[config.mk]
export PLATFORM = sky130hd
export DESIGN_NAME = dmem_mmio_bridge
export DESIGN_NICKNAME = d
export VERILOG_FILES = /design/src/rtl/dmem_mmio_bridge.sv
export SDC_FILE = /design/constraint.sdc
export NUM_CORES = 1
export LEC_CHECK = 0
export CAP_MARGIN = 10
export CORE_MARGIN = 5
export CORE_UTILIZATION = 45
export DETAILED_ROUTE_END_ITERATION = 8
export HOLD_SLACK_MARGIN = 0.03
export PLACE_DENSITY = 0.78
export SLEW_MARGIN = 20
export SYNTH_ARGS = -nofsm -noshare
export SYNTH_HDL_FRONTEND = slang
export SYNTH_SLANG_ARGS = --single-unit
[constraint.sdc]
create_clock -name clk -period 5.91 [get_ports clk]
set_clock_uncertainty 0.2 [all_clocks]
set_input_delay 0.8865 -clock clk [delete_from_list [all_inputs] [get_ports clk]]
set_output_delay 0.8865 -clock clk [all_outputs]
set_load 0.05 [all_outputs]
[src/rtl/dmem_mmio_bridge.sv]
// Data-port bridge between the pipeline and data RAM. Loads and stores pass straight through
// to RAM, except for a 256-byte MMIO window with a TX byte FIFO, status, cycle counter and TOHOST.
module dmem_mmio_bridge #(
  parameter logic [31:0] MMIO_BASE  = 32'hFFFF_0000,
  parameter int          FIFO_DEPTH = 8
) (
  input  logic        clk,
  input  logic        reset,
  input  logic        MemWrite,
  input  logic [31:0] DataAdr,
  input  logic [31:0] WriteData,
  output logic [31:0] ReadData,
  output logic        ram_we,
  output logic [31:0] ram_adr,
  output logic [31:0] ram_wdata,
  input  logic [31:0] ram_rdata,
  output logic        tx_valid,
  output logic [7:0]  tx_data,
  input  logic        tx_ready,
  output logic        done,
  output logic [31:0] exit_code
);

  localparam int PW = $clog2(FIFO_DEPTH);
  localparam int CW = PW + 1;

  localparam logic [5:0] REG_TXDATA = 6'h00;
  localparam logic [5:0] REG_STATUS = 6'h01;
  localparam logic [5:0] REG_CYC_LO = 6'h02;
  localparam logic [5:0] REG_CYC_HI = 6'h03;
  localparam logic [5:0] REG_TOHOST = 6'h04;
  localparam logic [5:0] REG_CLROVF = 6'h05;

  logic          mmio_hit;
  logic [5:0]    word_sel;
  logic [31:0]   mmio_rdata;
  logic [7:0]    fifo_mem [FIFO_DEPTH];
  logic [PW-1:0] rd_ptr;
  logic [PW-1:0] wr_ptr;
  logic [CW-1:0] count;
  logic          overflow;
  logic [63:0]   cycle;
  logic          full;
  logic          empty;
  logic          pop;
  logic          push;
  logic          enq;
  logic          ovf_set;
  logic          ovf_clr;
  logic          tohost_wr;
  logic [7:0]    status_count;

  assign mmio_hit  = (DataAdr[31:8] == MMIO_BASE[31:8]);
  assign word_sel  = DataAdr[7:2];

  assign ram_we    = MemWrite & ~mmio_hit;
  assign ram_adr   = DataAdr;
  assign ram_wdata = WriteData;

  assign full         = (count == CW'(FIFO_DEPTH));
  assign empty        = (count == '0);
  assign status_count = 8'(count);

  assign tx_valid = ~empty;
  assign tx_data  = fifo_mem[rd_ptr];

  // A push into a full FIFO still succeeds if the head leaves in the same cycle.
  assign pop       = tx_valid & tx_ready;
  assign push      = MemWrite & mmio_hit & (word_sel == REG_TXDATA);
  assign enq       = push & (~full | pop);
  assign ovf_set   = push & full & ~pop;
  assign ovf_clr   = MemWrite & mmio_hit & (word_sel == REG_CLROVF);
  assign tohost_wr = MemWrite & mmio_hit & (word_sel == REG_TOHOST);

  always_comb begin
    mmio_rdata = 32'h0;
    case (word_sel)
      REG_STATUS: mmio_rdata = {16'h0, overflow, full, empty, 5'b0, status_count};
      REG_CYC_LO: mmio_rdata = cycle[31:0];
      REG_CYC_HI: mmio_rdata = cycle[63:32];
      REG_TOHOST: mmio_rdata = exit_code;
      default:    mmio_rdata = 32'h0;
    endcase
  end

  assign ReadData = mmio_hit ? mmio_rdata : ram_rdata;

  always_ff @(posedge clk or posedge reset) begin
    if (reset) begin
      for (int i = 0; i < FIFO_DEPTH; i++) fifo_mem[i] <= 8'h0;
      rd_ptr <= '0;
      wr_ptr <= '0;
      count  <= '0;
    end else begin
      if (enq) begin
        fifo_mem[wr_ptr] <= WriteData[7:0];
        wr_ptr           <= wr_ptr + PW'(1);
      end
      if (pop) rd_ptr <= rd_ptr + PW'(1);
      case ({enq, pop})
        2'b10:   count <= count + CW'(1);
        2'b01:   count <= count - CW'(1);
        default: count <= count;
      endcase
    end
  end

  // Setting overflow takes priority over a same-cycle clear.
  always_ff @(posedge clk or posedge reset) begin
    if (reset) begin
      overflow  <= 1'b0;
      done      <= 1'b0;
      exit_code <= 32'h0;
      cycle     <= 64'h0;
    end else begin
      if (ovf_set)      overflow <= 1'b1;
      else if (ovf_clr) overflow <= 1'b0;
      if (tohost_wr && !done) begin
        done      <= 1'b1;
        exit_code <= WriteData;
      end
      if (!done) cycle <= cycle + 64'd1;
    end
  end

endmodule

After elaboration in Yosys (flattened, before gate mapping)
Cells that the tools add are included.
Widths: inputs -> output; s select.
{"block": "classes", "n_addsub": 5, "order_cmp": 3, "eq_ne": 9, "mux": 11, "bitwise_logic": 16, "reduce_logical": 7}
{"operator": "$pmux 32 s4", "count": 1}
{"operator": "$add 64x1->64 const B", "count": 1}
{"operator": "$bwmux 64", "count": 1}
{"operator": "$mux 32", "count": 1}
{"operator": "$bmux 8 s3", "count": 1}
{"operator": "$demux 8 s3", "count": 1}
{"operator": "$eq 24x24->1 const B", "count": 1}
{"operator": "$mux 8", "count": 3}
{"operator": "$eq 6x2->1 const B", "count": 2}
{"operator": "$eq 6x3->1 const B", "count": 2}
{"operator": "$and 1x1->1", "count": 9}
{"operator": "$ge 4x4->1 const B", "count": 2}
{"operator": "$not 3->4", "count": 2}
{"operator": "$pmux 4 s2", "count": 1}
{"operator": "$add 3x1->3 const B", "count": 2}
{"operator": "$eq 6x1->1 const B", "count": 1}
{"operator": "$logic_not 6->1", "count": 1}
{"operator": "$add 4x1->4 const B", "count": 1}
{"operator": "$eq 4x4->1 const B", "count": 1}
{"operator": "$logic_not 4->1", "count": 1}
{"operator": "$lt 4x1->1 const B", "count": 1}
{"operator": "$not 1->1", "count": 4}
{"operator": "$reduce_bool 2->1", "count": 2}
{"operator": "$sub 4x1->4 const B", "count": 1}
{"operator": "6 further kinds", "count": 8}
{"block": "word_totals", "register_bits": 172, "input_bits": 100, "out_inout_bits": 139, "word_cells": 66}

Logic depth before layout (Yosys ltp)
Gate-level depths: netlist (run 1).
{"block": "logic_depth", "word_depth": 7, "depth_mapped": 11, "mapped_depth_nobuf": 10}

Least setup slack after synthesis (run 1)
No wires, ideal clock.
{"block": "synth_path", "path_type": "input -> output", "startpoint": "input port DataAdr[11]", "endpoint": "output port ReadData[10]", "t_arrival_ns": 3.276, "required_ns": 4.824, "setup_slack_ns": 1.548, "stages": 7, "path_buffers": 2, "cell_sequence": "nor4_1 > nand4_1 > or2_1 > clkbuf_1 > o21bai_1 > clkbuf_1 > o21ai_0"}
{"block": "synth_via", "elab_chain_len": 2}
{"element": "start: declaration", "line": "10", "rtl": "input logic [31:0] DataAdr,"}
{"element": "$eq 24x24->1", "line": "53", "rtl": "assign mmio_hit = (DataAdr[31:8] == MMIO_BASE[31:8]);"}
{"element": "$mux 32", "line": "86", "rtl": "assign ReadData = mmio_hit ? mmio_rdata : ram_rdata;"}
{"element": "end: declaration", "line": "12", "rtl": "output logic [31:0] ReadData,"}
No other way between the ends.

Worst setup path after layout (run 1)
{"block": "layout_path", "startpoint": "input port DataAdr[4]", "endpoint": "output port ReadData[3]"}
{"block": "layout_via", "elab_chain_len": 3, "word_cells_on_any_way": 6, "classes_between": "4 x eq/ne; 2 x mux"}
{"element": "$eq 6x3->1 (tied with other cells)", "line": "77", "rtl": "case (word_sel)"}
{"element": "$pmux 32 s4 (*)", "line": "77"}
{"element": "$mux 32 (*)", "line": "86"}
Mark *: on every way between the ends. The rest lies on a longest branch, timed or not.

==> results of run 1 <==
[power by group through the flow]
stage                     clock, uW  combinational, uW  sequential, uW
after floorplan                   0                192            1200
after global placement            0                325            1200
after detailed placement          0                328            1200
after CTS                      1100                329            1180
after global routing           1150                341            1180
final                          1090                325            1180
[registers in the layout (all words and copies together) (netlist names)]
| register | flops |
|---|---|
| done | 1 |
| fifo_mem | 64 |
| cycle | 64 |
| wr_ptr | 3 |
| overflow | 1 |
| rd_ptr | 3 |
| exit_code | 32 |
| count | 4 |
[cell families after synthesis]
group	Yosys count
xor gates and xnor gates	71
muxes	124
buffers and inverters	113
and+or+nand+nor	219
AOI/OAI and AO/OA	80
DFF	172
adders and majority gates	6
[layer usage]
layer / global-route usage [%] / up-vias
met5: 0 / -
met3: 5.57 / 36
li1: - / 3138
met1: 26.5 / 3474
met4: 6.59 / 2
met2: 35.2 / 293
[final cells by class]
cell class | count | area, um2
Multi-Input combinational cell | 500 | 4140
Inverter | 9 | 38.8
Tap cell | 270 | 338
Clock buffer | 17 | 425
Fill cell | 1608 | 8180
Timing Repair Buffer | 242 | 2530
Sequential cell | 172 | 4310
Clock inverter | 15 | 144
[synth_stat cells, drive strengths merged (3+ instances only)]
library cell | number | share of area (%)
a222oi | 25 | 2.7
inv | 9 | 0.37
buf | 78 | 6.2
o21ai | 35 | 1.9
dfrtp | 172 | 47
nand2 | 65 | 2.7
a221oi | 7 | 0.67
xor2 | 33 | 3.2
and4b | 3 | 0.33
mux4 | 16 | 4.0
a22o | 5 | 0.48
and2 | 6 | 0.41
nand3 | 28 | 1.8
or2 | 3 | 0.21
and3 | 8 | 0.55
ha | 6 | 0.82
nor4bb | 3 | 0.33
mux2 | 108 | 13
nor4 | 20 | 2.0
nor2b | 4 | 0.27
clkbuf | 26 | 1.1
nor2 | 25 | 1.1
nand4 | 23 | 1.9
xnor2 | 38 | 3.7
and3b | 3 | 0.29
and4 | 3 | 0.29
nor3 | 15 | 0.82
[per-stage QoR]
| step | worst slack [ns] | instance area (um2) | hold slack [ns] | cells |
|---|---|---|---|---|
| 6_report | 1.01 | 11900 | 0.279 | 1225 |
| 5_1_grt | 0.786 | 11900 | 0.298 | 1225 |
| 4_1_cts | 0.959 | 11900 | 0.276 | 1225 |
| 3_5_place_dp | 0.954 | 11300 | 0.267 | 1193 |
| 3_3_place_gp | 1.03 | 11300 | 0.259 | 1193 |
| 2_1_floorplan | 0.163 | 9110 | 0.242 | 785 |
[path summary, 6_finish.rpt]
check / from / cells after the start / to / slack (ns)
worst min-delay path: cycle[63] / 1 / cycle[63] / 0.28
worst max register to register: count[0] / 10 / count[2] / 2.96
worst max-delay path: DataAdr[4] / 7 / ReadData[3] / 1.01
max in group asynchronous: reset / 3 / cycle[38] / 3.61
min in group asynchronous: reset / 2 / exit_code[31] / 0.77
worst min register to register: cycle[63] / 1 / cycle[63] / 0.28
==> results.json, run 1 <==
{
  "status": "complete, no violations",
  "drt-initial-drc-count": 680,
  "synth.distinct_cells": 48,
  "synth_fp_nets": 891,
  "viasPerCell": 5.67,
  "tns_ns": 0,
  "setup_violations": 0,
  "p_sw_uw": 722,
  "final_hold_viol_count": 0,
  "maxSlewHeadroom_pct": 28.0,
  "layout_commonest_cell": "clkdlybuf4s50_1",
  "critical_path.max_fanout": 22,
  "htreeDepth": 4,
  "m1WireLength_um": 9960,
  "synth_seq_cells": 172,
  "antenna_cells": 0,
  "p_comb_share_pct": 12.6,
  "ir_drop_mv": 0.208,
  "yosys.area_share.xor_xnor_pct": 6.82,
  "wl_per_cell_um": 20.0,
  "num_rows": 52,
  "initial_core_util_pct": 45.3,
  "period_minus_slack_ns": 4.90,
  "area_growth_pct": 30.9,
  "cts.clk_slew.worst_paths_ns": 0.07,
  "io_pins": 239,
  "ant_nets": 0,
  "fp.dieArea_mm2": 0.0232,
  "synthFlopType": "dfrtp_1",
  "grt_pass1_vias": 6995,
  "worstPathCellList": "clkdlybuf4s50_1 > nor4_4 > nand2_1 > nor2_2 > a221oi_1 > o21ai_0 > buf_12",
  "power.internal_uw": 1870,
  "power_uw": 2590,
  "grt_max_degree": 93,
  "worstPathArrival_ns": 3.81,
  "io_buffers": 234,
  "routed-wl-met2_um": 12200,
  "ys_async_sr_fraction_pct": 100,
  "finalCritPeriodShare_pct": 82.9,
  "synth_edf_count": 0,
  "wl_met3_um": 1930,
  "p_seq_share_pct": 45.4,
  "ctsResizeCount": 0,
  "cpLargestDelayFamily": "simple AND/OR/NAND/NOR gates",
  "rsz0062_at_grt": "no",
  "hold_buffers": 0,
  "cellLeakagePower_uw": 0.00533,
  "power_density_mw_per_mm2": 217,
  "clock-root-buffer": "clkbuf_16",
  "muxShareOfSynthArea_pct": 17.3,
  "maxCapViolCount": 0,
  "required_ns": 4.82,
  "yosysWarningCount": 0,
  "drcViolationCount": 0,
  "crit_buf_inv": 2,
  "worst_pin_slew_ns": 1.08,
  "drv_slew": 0,
  "ys_seq_area_share_pct": 47.2,
  "layout_common_cells": "clkdlybuf4s50_1 (202), dfrtp_1 (171), mux2_2 (106), nand2_1 (65), xnor2_1 (38)",
  "swShare_pct": 27.9,
  "post_cts_buffers": 0,
  "cp-start-kind": "input port",
  "cts_tree": "yes",
  "grtUsageTotal_pct": 20.9,
  "syn_inst": 785,
  "yosys.area_share.simple_pct": 13.7,
  "drtPass1Iterations": 6,
  "coreArea_mm2": 0.0201,
  "cts_buffers": 17,
  "critPathKind": "in2out",
  "via_count": 6943,
  "grt_overflow": 0,
  "slowest_delay_ns": 0.83,
  "synth_area_mm2": 0.00911,
  "wirelength_um": 24500,
  "layout-drive-gt1-share_pct": 22.4,
  "postLayoutCoreUtil_pct": 59.3,
  "grt_first_pass_wirelength_um": 38900,
  "top_layer_used": "met5",
  "clk_latency_ns": 0.44,
  "die_w_um": 152,
  "hp-class": "reg2reg",
  "dp_hpwl_um": 17700,
  "synth_compound_area_share_pct": 6.48,
  "endpoint_kind": "primary output",
  "clock_path_buffers": 2,
  "die_height_um": 152,
  "pwr-share-clk_pct": 42.0,
  "fmax_mhz": 204,
  "synthAdderAreaFrac_pct": 0.824,
  "synth_top_family_by_area": "multiplexers",
  "fin_nets": 1048,
  "antenna_found_initial": 1,
  "synth.avg_cell_area_um2": 11.6,
  "slowest_stage": "nor2_2",
  "cts_num_sinks": 172,
  "gp_congestion": 0.887
}
Note: power is estimated with default switching activity, not from simulation.
==> inputs of run 2 (changes only) <==
- CORE_UTILIZATION: 45 -> 49
- PLACE_DENSITY: 0.78 -> 0.8
- clock period: 5.91 -> 4.95 ns (I/O delays scaled with it)
==> run 2 against run 1 <==
Compared with the run above: final area rose by 2.0%; critical path depth did not move; combinational power is 26% higher; worst hold slack got worse by 0.0048 ns; global-route usage up 2.7 points.
==> results.json, run 2 (synthesized netlist as in run 1, its figures left out) <==
{
  "worst_r2r_startpoint": "count[0]",
  "top_regs": "cycle (64), fifo_mem (64), exit_code (32)",
  "hold_ws_ns": 0.274,
  "via_count": 7027,
  "ctsResizeCount": 0,
  "layout_commonest_cell": "clkdlybuf4s50_1",
  "cp-start-kind": "input port",
  "layout-drive-gt1-share_pct": 22.5,
  "fp.dieArea_mm2": 0.0214,
  "required_ns": 4.01,
  "finalCritPeriodShare_pct": 84.7,
  "post_cts_buffers": 0,
  "endpoint_kind": "primary output",
  "clock-root-buffer": "clkbuf_16",
  "grtUsageTotal_pct": 23.6,
  "hp-class": "reg2reg",
  "maxCapViolCount": 0,
  "critPathKind": "in2out",
  "wl_per_cell_um": 21.2,
  "drtPass1Iterations": 7,
  "cts_num_sinks": 172,
  "slowest_stage": "clkdlybuf4s50_1",
  "slowest_delay_ns": 0.70,
  "critical_path.max_fanout": 23,
  "viasPerCell": 5.91,
  "hold_buffers": 0,
  "clock_path_buffers": 2,
  "drt-initial-drc-count": 724,
  "cpLargestDelayFamily": "buffers and inverters",
  "hp-start": "cycle[63]",
  "drcViolationCount": 0,
  "worstPathCellList": "clkdlybuf4s50_1 > nor4bb_1 > nand4_1 > or2_1 > buf_4 > and2_1 > clkdlybuf4s50_1",
  "crit_buf_inv": 3,
  "path_common_cell": "clkdlybuf4s50_1",
  "num_rows": 49,
  "maxSlewHeadroom_pct": 36.6,
  "antenna_found_initial": 0,
  "area_growth_pct": 33.4,
  "coreArea_mm2": 0.0181,
  "wirelength_um": 25200,
  "worstPathArrival_ns": 3.25,
  "initial_core_util_pct": 50.2,
  "grt_overflow": 0,
  "postLayoutCoreUtil_pct": 67.0,
  "cts_buffers": 17,
  "period_minus_slack_ns": 4.19,
  "grt_max_degree": 96,
  "htreeDepth": 4,
  "io_buffers": 234,
  "dp_hpwl_um": 18300,
  "ant_nets": 0,
  "gp_congestion": 0.892,
  "setup_violations": 0,
  "final_hold_viol_count": 0,
  "power_density_mw_per_mm2": 266,
  "drv_slew": 0,
  "fmax_mhz": 238,
  "status": "complete, no violations",
  "rsz0062_at_grt": "no",
  "startpoint": "DataAdr[15]",
  "cts.clk_slew.worst_paths_ns": 0.06,
  "worst_pin_slew_ns": 0.951,
  "fin_nets": 1053,
  "layout_common_cells": "clkdlybuf4s50_1 (202), dfrtp_1 (172), mux2_2 (106), nand2_1 (65), xnor2_1 (38)",
  "clk_latency_ns": 0.43,
  "io_pins": 239,
  "grt_pass1_vias": 7230,
  "ir_drop_mv": 0.214,
  "die_height_um": 146,
  "die_w_um": 146,
  "grt_first_pass_wirelength_um": 40200,
  "cts_tree": "yes",
  "cellLeakagePower_uw": 0.00545,
  "antenna_cells": 0,
  "tns_ns": 0
}
[run 2: cell count changes in the layout (fill, tap and decap cells not counted), sizes merged]
| cell | before | now |
|---|---|---|
| clkinv | 4 | 7 |
| clkinvlp | 0 | 1 |
| buf | 40 | 45 |
| inv | 20 | 8 |
| bufinv | 0 | 4 |
| clkbuf | 17 | 21 |
[run 2: power breakdown]
group	switching, uW	internal, uW	leakage, uW
registers	0.0477	1410	0.00239
clock network	545	870	0.000311
logic	241	171	0.00275
total	786	2450	0.00545
[run 2: layout make-up]
cell class                      count  area, um2
Clock buffer                       21        460
Sequential cell                   172       4300
Timing Repair Buffer              247       2770
Tap cell                          229        287
Multi-Input combinational cell    500       4130
Fill cell                        1359       5990
Clock inverter                     11        166
Inverter                            9       37.5
[run 2: worst reg2reg max path: stages, from the launching register on]
cell and delay [ns]:
dfrtp_1 0.49, or4b_1 0.62, o21ai_0 0.16, or4_1 0.25, ha_1 0.30, xor2_1 0.10, ha_1 0.18, a21oi_1 0.14
xor2_1 0.16, nor2_1 0.06, xor2_1 0.14
[run 2: worst paths after layout]
path,end,slack [ns],cells past startpoint
worst max register to register,count[2],2.03,10
worst max-delay path,ram_we,0.76,7
max in group asynchronous,fifo_mem[27],3.12,3
worst min register to register,cycle[63],0.27,1
min in group asynchronous,exit_code[30],0.60,3
worst min-delay path,cycle[63],0.27,1
[run 2: per-layer routing]
layer | part of all wire, % | routed length (um) | global-route usage [%] | up-vias
met5 | 0 | 0 | 0 | -
met4 | 1.7 | 427 | 6.68 | 0
met3 | 7.7 | 1930 | 5.70 | 35
met2 | 50 | 12700 | 40.1 | 332
met1 | 40 | 10100 | 30.3 | 3514
li1 | - | - | - | 3146
[run 2: stage by stage]
| stage | cells | setup slack (ns) | total power, uW | area, um2 |
|---|---|---|---|---|
| 2_1_floorplan | 785 | 0.876 | 1660 | 9120 |
| 3_3_place_gp | 1157 | 0.777 | 1840 | 11500 |
| 3_5_place_dp | 1157 | 0.699 | 1850 | 11500 |
| 4_1_cts | 1189 | 0.698 | 3250 | 12200 |
| 5_1_grt | 1189 | 0.621 | 3320 | 12200 |
| 6_report | 1189 | 0.757 | 3230 | 12200 |
==> inputs of run 3 (changes only) <==
- clock period: 4.95 -> 3.9 ns (I/O delays scaled with it)
==> run 3 against run 2 <==
Compared with the run above: total power grew 30%; worst setup slack got worse by 0.56 ns; combinational power rose by 28%; sequential power up 26%; critical endpoint is now ReadData[0]; utilization up 1.0 points; worst hold slack better by 0.0083 ns.
==> results.json, run 3 (synthesized netlist as in run 1, its figures left out) <==
{
  "ctsResizeCount": 0,
  "grt_pass1_vias": 7297,
  "worstPathArrival_ns": 2.92,
  "fmax_mhz": 270,
  "placed_area_mm2": 0.0117,
  "cts_buffers": 17,
  "fill_cells": 1294,
  "wl_per_cell_um": 21.0,
  "grt_overflow": 0,
  "dp_hpwl_um": 18200,
  "fin_nets": 1063,
  "die_height_um": 146,
  "path_common_cell": "buf_12",
  "r2r_slack_ns": 1.02,
  "hold_buffers": 0,
  "required_ns": 3.12,
  "fin_cells": 1199,
  "cellLeakagePower_uw": 0.00554,
  "layout_common_cells": "clkdlybuf4s50_1 (201), dfrtp_1 (172), mux2_2 (106), nand2_1 (65), buf_12 (39)",
  "drtPass1Iterations": 6,
  "holdPathStages": 1,
  "gp_congestion": 0.855,
  "layout_commonest_cell": "clkdlybuf4s50_1",
  "endpoint_kind": "primary output",
  "via_count": 7000,
  "num_rows": 49,
  "status": "complete, no violations",
  "power_density_mw_per_mm2": 341,
  "layout-drive-gt1-share_pct": 23.5,
  "cts.clk_slew.worst_paths_ns": 0.06,
  "slowest_delay_ns": 0.47,
  "cp-start-kind": "input port",
  "ant_nets": 0,
  "drt-initial-drc-count": 728,
  "antenna_cells": 0,
  "multi_input_area_mm2": 0.00413,
  "post_cts_buffers": 0,
  "dp_slack_ns": 0.0992,
  "antenna_found_initial": 0,
  "ir_drop_mv": 0.303,
  "viasPerCell": 5.84,
  "grtUsageTotal_pct": 23.6,
  "rsz0062_at_grt": "no",
  "tns_ns": 0,
  "postLayoutCoreUtil_pct": 68.1,
  "maxCapViolCount": 0,
  "worstPathCellList": "clkdlybuf4s50_1 > nor4bb_1 > nand4_1 > or2_1 > o21bai_2 > buf_12 > o21ai_0 > buf_12",
  "htreeDepth": 4,
  "period_minus_slack_ns": 3.71,
  "coreArea_mm2": 0.0181,
  "seq_area_mm2": 0.00430,
  "final_area_mm2": 0.0123,
  "top_regs": "cycle (64), fifo_mem (64), exit_code (32)",
  "wirelength_um": 25200,
  "io_pins": 239,
  "hp-class": "reg2reg",
  "cts_num_sinks": 172,
  "critical_path.max_fanout": 32,
  "critPathKind": "in2out",
  "worst-r2r-cell-count": 9,
  "cts_tree": "yes",
  "area_growth_pct": 35.5,
  "clock-root-buffer": "clkbuf_16",
  "drcViolationCount": 0,
  "initial_core_util_pct": 50.2,
  "grt_max_degree": 173,
  "fp.dieArea_mm2": 0.0214,
  "die_w_um": 146,
  "io_buffers": 234,
  "clock_path_buffers": 2,
  "worst_pin_slew_ns": 0.893,
  "setup_violations": 0,
  "place_inst": 1167,
  "maxSlewHeadroom_pct": 40.5,
  "final_hold_viol_count": 0,
  "clk_latency_ns": 0.43,
  "finalCritPeriodShare_pct": 95.0,
  "worst_slack_ns": 0.193,
  "grt_first_pass_wirelength_um": 40400,
  "drv_slew": 0,
  "slowest_stage": "clkdlybuf4s50_1"
}
[run 3: report_power, final]
| group | internal, uW | switching (uW) |
|---|---|---|
| clock | 1210 | 690 |
| sequential | 1780 | 0.0558 |
| combinational | 221 | 307 |
| total | 3210 | 997 |
[run 3: metal layers]
layer	track usage (%)	up-vias	share of wire, %
met3	6.01	15	7.3
met4	5.22	0	0.91
met2	40.1	297	50
met1	30.8	3533	42
met5	0	-	0
li1	-	3155	-
[run 3: path summary, 6_finish.rpt]
kind / startpoint / end
worst min register to register: cycle[63] / cycle[63]
max in group asynchronous: reset / fifo_mem[20]
worst max-delay path: DataAdr[26] / ReadData[0]
min in group asynchronous: reset / done
worst min-delay path: cycle[63] / cycle[63]
worst max register to register: count[1] / count[2]
[run 3: metrics by stage]
step                hold slack, ns  total power (uW)
finish                       0.282              4210
detailed placement           0.276              2350
CTS                          0.284              4230
global placement             0.261              2350
floorplan                    0.242              2110
global route                 0.303              4330
[run 3: cell type report]
type                    count  share of cell area [%]
clock buffers              22                    3.92
clock inverters            10                    1.49
inverters                   9                   0.304
multi-input cells         500                    33.5
flip-flops and latches    172                    34.9
well taps                 229                    2.32
repair buffers            257                    23.6
[run 3: worst max-delay path: cells and delay by family]
| kind | cells | cell delay [ns] |
|---|---|---|
| AOI/OAI and AO/OA | 2 | 0.54 |
| buffers and inverters | 3 | 0.82 |
| and+or+nand+nor | 3 | 0.95 |
